===== config.mk =====
export PLATFORM = sky130hd
export DESIGN_NAME = mul_hilo_unit
export DESIGN_NICKNAME = d
export VERILOG_FILES = /design/src/rtl/mul_hilo_unit.sv
export SDC_FILE = /design/constraint.sdc
export NUM_CORES = 1
export LEC_CHECK = 0
export BUFFER_PORTS_ARGS = -buffer_cell sky130_fd_sc_hd__buf_2
export CELL_PAD_IN_SITES_DETAIL_PLACEMENT = 1
export CELL_PAD_IN_SITES_GLOBAL_PLACEMENT = 2
export CORE_MARGIN = 8
export CORE_UTILIZATION = 35
export CTS_BUF_LIST = sky130_fd_sc_hd__clkbuf_2
export DETAILED_ROUTE_END_ITERATION = 12
export GPL_ROUTABILITY_DRIVEN = 0
export PLACE_DENSITY_LB_ADDON = 0.1
export RECOVER_POWER = 100
export SKIP_LAST_GASP = 1
export SYNTH_ARGS = -nofsm -noshare
export SYNTH_HDL_FRONTEND = slang
export SYNTH_SLANG_ARGS = --single-unit
export TNS_END_PERCENT = 50

===== constraint.sdc =====
create_clock -name clk -period 3.8 [get_ports clk]
set_input_delay 0 -clock clk [delete_from_list [all_inputs] [get_ports clk]]
set_output_delay 0 -clock clk [all_outputs]
set_load 0.1 [all_outputs]

===== src/rtl/mul_hilo_unit.sv =====
// Iterative unsigned shift-add multiplier feeding the architectural Hi/Lo pair.
// One product bit retires per cycle; EX stalls while a dependent op waits on it.
module mul_hilo_unit #(
  parameter int WIDTH = 32,
  parameter int CNT_W = 5
) (
  input  logic             clk,
  input  logic             rst_n,
  input  logic             mul_start,
  input  logic [WIDTH-1:0] op_a,
  input  logic [WIDTH-1:0] op_b,
  input  logic             hi_rd,
  input  logic             lo_rd,
  input  logic             flush,
  output logic [WIDTH-1:0] hilo_data,
  output logic             busy,
  output logic             stall,
  output logic             done
);

  typedef enum logic {IDLE, RUN} state_e;

  state_e           state_q;
  logic [WIDTH-1:0] mcand_q;
  logic [WIDTH:0]   acc_q;
  logic [WIDTH-1:0] mplier_q;
  logic [CNT_W-1:0] cnt_q;
  logic [WIDTH-1:0] hi_q, lo_q;
  logic             done_q;

  logic [WIDTH:0]   sum;
  logic [WIDTH:0]   acc_d;
  logic [WIDTH-1:0] mplier_d;
  logic             last;

  // acc_q[WIDTH] is always zero after a shift, so adding the full register
  // is the same as adding its low WIDTH bits.
  assign sum = acc_q + {1'b0, (mplier_q[0] ? mcand_q : '0)};
  assign {acc_d, mplier_d} = {1'b0, sum, mplier_q[WIDTH-1:1]};
  assign last = (cnt_q == CNT_W'(WIDTH-1));

  always_ff @(posedge clk or negedge rst_n) begin
    if (!rst_n) begin
      state_q  <= IDLE;
      mcand_q  <= '0;
      acc_q    <= '0;
      mplier_q <= '0;
      cnt_q    <= '0;
      hi_q     <= '0;
      lo_q     <= '0;
      done_q   <= 1'b0;
    end else begin
      done_q <= 1'b0;
      case (state_q)
        IDLE: begin
          if (mul_start && !flush) begin
            mcand_q  <= op_a;
            mplier_q <= op_b;
            acc_q    <= '0;
            cnt_q    <= '0;
            state_q  <= RUN;
          end
        end
        RUN: begin
          // A squash wins even on the final iteration: Hi/Lo stay untouched.
          if (flush) begin
            state_q <= IDLE;
          end else begin
            acc_q    <= acc_d;
            mplier_q <= mplier_d;
            cnt_q    <= cnt_q + CNT_W'(1);
            if (last) begin
              hi_q    <= acc_d[WIDTH-1:0];
              lo_q    <= mplier_d;
              done_q  <= 1'b1;
              state_q <= IDLE;
            end
          end
        end
        default: state_q <= IDLE;
      endcase
    end
  end

  assign busy      = (state_q == RUN);
  assign stall     = busy && (mul_start || hi_rd || lo_rd) && !flush;
  assign done      = done_q;
  assign hilo_data = hi_rd ? hi_q : (lo_rd ? lo_q : '0);

endmodule


==> key figures <==
Routing
  – DRC Markers: 0
  – Wire per inst: 18.5 um
  – Starting DRT DRC Count: 398
  – Mean number of vias per cell: 5.03
  – WL final: 28.3 mm
  – Pre-antenna DRT Iters: 4
  – Via count: 7703
  – Post-route ant nets: 0

Die
  – Core area: 25100 um^2
  – Initial Utilization: 35.5%
  – Die footprint: 30900 um^2
  – I/O pins: 105
  – Row count: 58
  – Chip height: 176 um
  – Die X: 176 um

Clock network
  – Clk buf depth: 2
  – Reg clk slew, reported paths: 0.28 ns
  – Num CTS Buffers: 17
  – CTS root buf: clkbuf_2
  – H-Tree Depth: 4
  – Worst-Skew Late Latency: 0.79 ns
  – Clk sinks: 167
  – CTS tree: done

Yosys
  – Synth Instances: 932
  – Largest cells by area after synthesis: dfrtp_1 47%, nand2_1 8.8%, o21ai_0 5.2%
  – Area share of the largest cell type after synthesis: 46.8%
  – Yosys cell types: 61
  – Post-Syn Area: 8920 um^2
  – Main flop type after synthesis: dfrtp_1
  – FF+latch count, synth: 167
  – Net count after synthesis: 1037
  – Post-synth EDFFs: 0
  – Synth area leader: dfrtp_1
  – Synth Warn #: 0
  – Avg Inst Size Synth: 9.57 um^2
  – Register area share after synthesis: 46.8%
  – Ys async rst share: 100%

STA
  – Finish-stage setup viols: 0
  – Setup TNS: 0 ns
  – Final Max Tran Viols: 193
  – RSZ-0062 raised after global routing: false
  – Final Cycle Share: 90.7%
  – Worst-margin pin slew: 2.26 ns
  – FMAX: 290 MHz
  – Min Tclk post-route: 3.45 ns
  – Worst relative slew slack: -50.6%
  – Final Hold Violating Endpoints: 0
  – Final clock skew: 0.0543 ns
  – Setup ws final: 0.354 ns

Worst setup path
  – Startpoint types: flop
  – CP required: 4.41 ns
  – Slowest Stage Delay on Critical Path: 0.70 ns
  – Crit-path cells: and2_0 -> ha_1 -> nand3_1 -> o211a_1 -> or4_4 -> a211oi_1 -> nor2_1 -> xor2_1 -> o21ai_0
  – CP max FO: 21
  – Delay-heaviest family, CP: simple AND/OR/NAND/NOR gates
  – Worst Setup End Kind: flop
  – Slowest CP cell: dfrtp_1
  – R2r setup slk: 0.35 ns
  – Critical path class: reg2reg
  – Worst path bufs/invs: 0
  – Arrival @ worst endpoint: 4.06 ns

Finish
  – Most frequent cells in the layout: 209 x nand2_1, 171 x dlygate4sd3_1, 166 x dfrtp_1
  – Area taken by multi-input logic gates: 4390 um^2
  – Final Util: 46.1%
  – Final instance area: 11600 um^2
  – Fillers: 2967
  – Register area: 4180 um^2
  – Nets: 1292
  – Synth-to-layout area growth: 29.8%
  – Most common cell after layout, fill and taps aside: nand2_1
  – Share of cells above drive strength 1: 13.2%

Placed design
  – Pre-CTS WS: 0.437 ns
  – IO buf count: 104
  – Cell Area, Placed: 9730 um^2
  – Post-detail-place hpwl: 18.7 mm

Global routing
  – Largest net degree at the start of global routing: 89
  – Global-route wire length before repair: 47.1 mm
  – Gr usage total: 19.0%
  – Vias in the first global route: 8511
  – GRT overflow: 0
  – Initial antenna violation count: 1

Power
  – Leak pwr: 5.46 nW
  – Worst vdd ir: 161 uV
  – Pwr dens: 394 nW/um^2

Job
  – Max-cap violations: 4

Run status
  – Status: complete, but fails checks
  – Failing checks: max-capacitance violations, max-slew violations

Worst hold path
  – Worst hold path class: in2reg
[cells by family (layout without fill, tap and decap cells)]
| family | after synthesis | in the layout | share of synthesized area [%] |
|---|---|---|---|
| compound gates | 234 | 234 | 17.3 |
| xor+xnor | 21 | 21 | 2.06 |
| fa+ha+maj | 35 | 35 | 4.99 |
| buf+inv | 71 | 339 | 3.84 |
| flops | 167 | 167 | 46.8 |
| mux | 64 | 64 | 7.63 |
| other cells | 0 | 1 | 0 |
| simple gates | 340 | 340 | 17.3 |
[worst paths after layout]
check	start	to	cells after the start
max in group asynchronous	rst_n	busy$_DFF_PN0_	4
min in group asynchronous	rst_n	lo_q[30]$_DFFE_PN0P_	4
max	mplier_q[0]$_DFFE_PN0P_	acc_q[20]$_DFFE_PN0P_	9
max reg2reg	mplier_q[0]$_DFFE_PN0P_	acc_q[20]$_DFFE_PN0P_	9
min reg2reg	lo_q[19]$_DFFE_PN0P_	lo_q[19]$_DFFE_PN0P_	2
min	op_b[0]	mplier_q[0]$_DFFE_PN0P_	4
[Yosys cell counts, types with 14 or more instances]
cell / instances
a22o_1: 34
a21o_1: 14
inv_1: 14
nor2_1: 24
dfrtp_1: 167
clkbuf_1: 33
and2_1: 40
a21oi_1: 27
nand2_1: 209
mux2i_1: 32
mux2_2: 32
o21ai_0: 93
ha_1: 34
[power by group]
group          leakage (nW)  internal, mW  switching (mW)
Combinational          3.11         0.628           0.758
Sequential             2.19          1.99           0.164
Clock                 0.155         0.232           0.798
Total                  5.46          2.85            1.72
[cell type report]
| cell class | count | area share [%] |
|---|---|---|
| diodes | 1 | 0.0216 |
| clock buffers | 17 | 0.735 |
| inverters | 15 | 0.486 |
| repair buffers | 292 | 19.7 |
| multi-input cells | 694 | 37.9 |
| well taps | 330 | 3.56 |
| clock inverters | 15 | 1.57 |
| flip-flops and latches | 167 | 36.1 |
[flip-flops by register name, summed over array words and instances (netlist names)]
signal and count:
lo_q 32, mplier_q 32, done 1, hi_q 32, acc_q 32, cnt_q 5
busy 1, mcand_q 32
[worst register-to-register path: stages (launching register included)]
cell	delay, ns
dfrtp_1	0.70
and2_0	0.27
ha_1	0.37
nand3_1	0.12
o211a_1	0.29
or4_4	0.54
a211oi_1	0.44
nor2_1	0.11
xor2_1	0.33
o21ai_0	0.12
[through the flow]
| step | hold WS (ns) | instances | power (mW) |
|---|---|---|---|
| 3_5_place_dp | 0.157 | 1326 | 3.35 |
| 5_1_grt | 0.0986 | 1531 | 4.88 |
| 6_report | 0.151 | 1531 | 4.57 |
| 2_1_floorplan | -0.296 | 932 | 2.96 |
| 4_1_cts | 0.0724 | 1530 | 4.61 |
| 3_3_place_gp | 0.152 | 1326 | 3.34 |
[metal layers]
metal	wire length, um	up-vias	GRT usage [%]	part of all wire (%)
li1	-	3794	-	-
met2	13000	94	30.0	46
met4	135	0	2.65	0.48
met5	0	-	0	0
met1	14500	3807	27.2	51
met3	741	8	3.61	2.6
[repair_timing]
item | in CTS | in global routing
endpoints found under the hold margin | 253 | 0
hold buffers | 172 | 0
buffers inserted | 0 | 0
setup endpoints to repair | 0 | 0
resized for setup | 0 | 0
No activity file was read; power rests on OpenSTA's default activity.
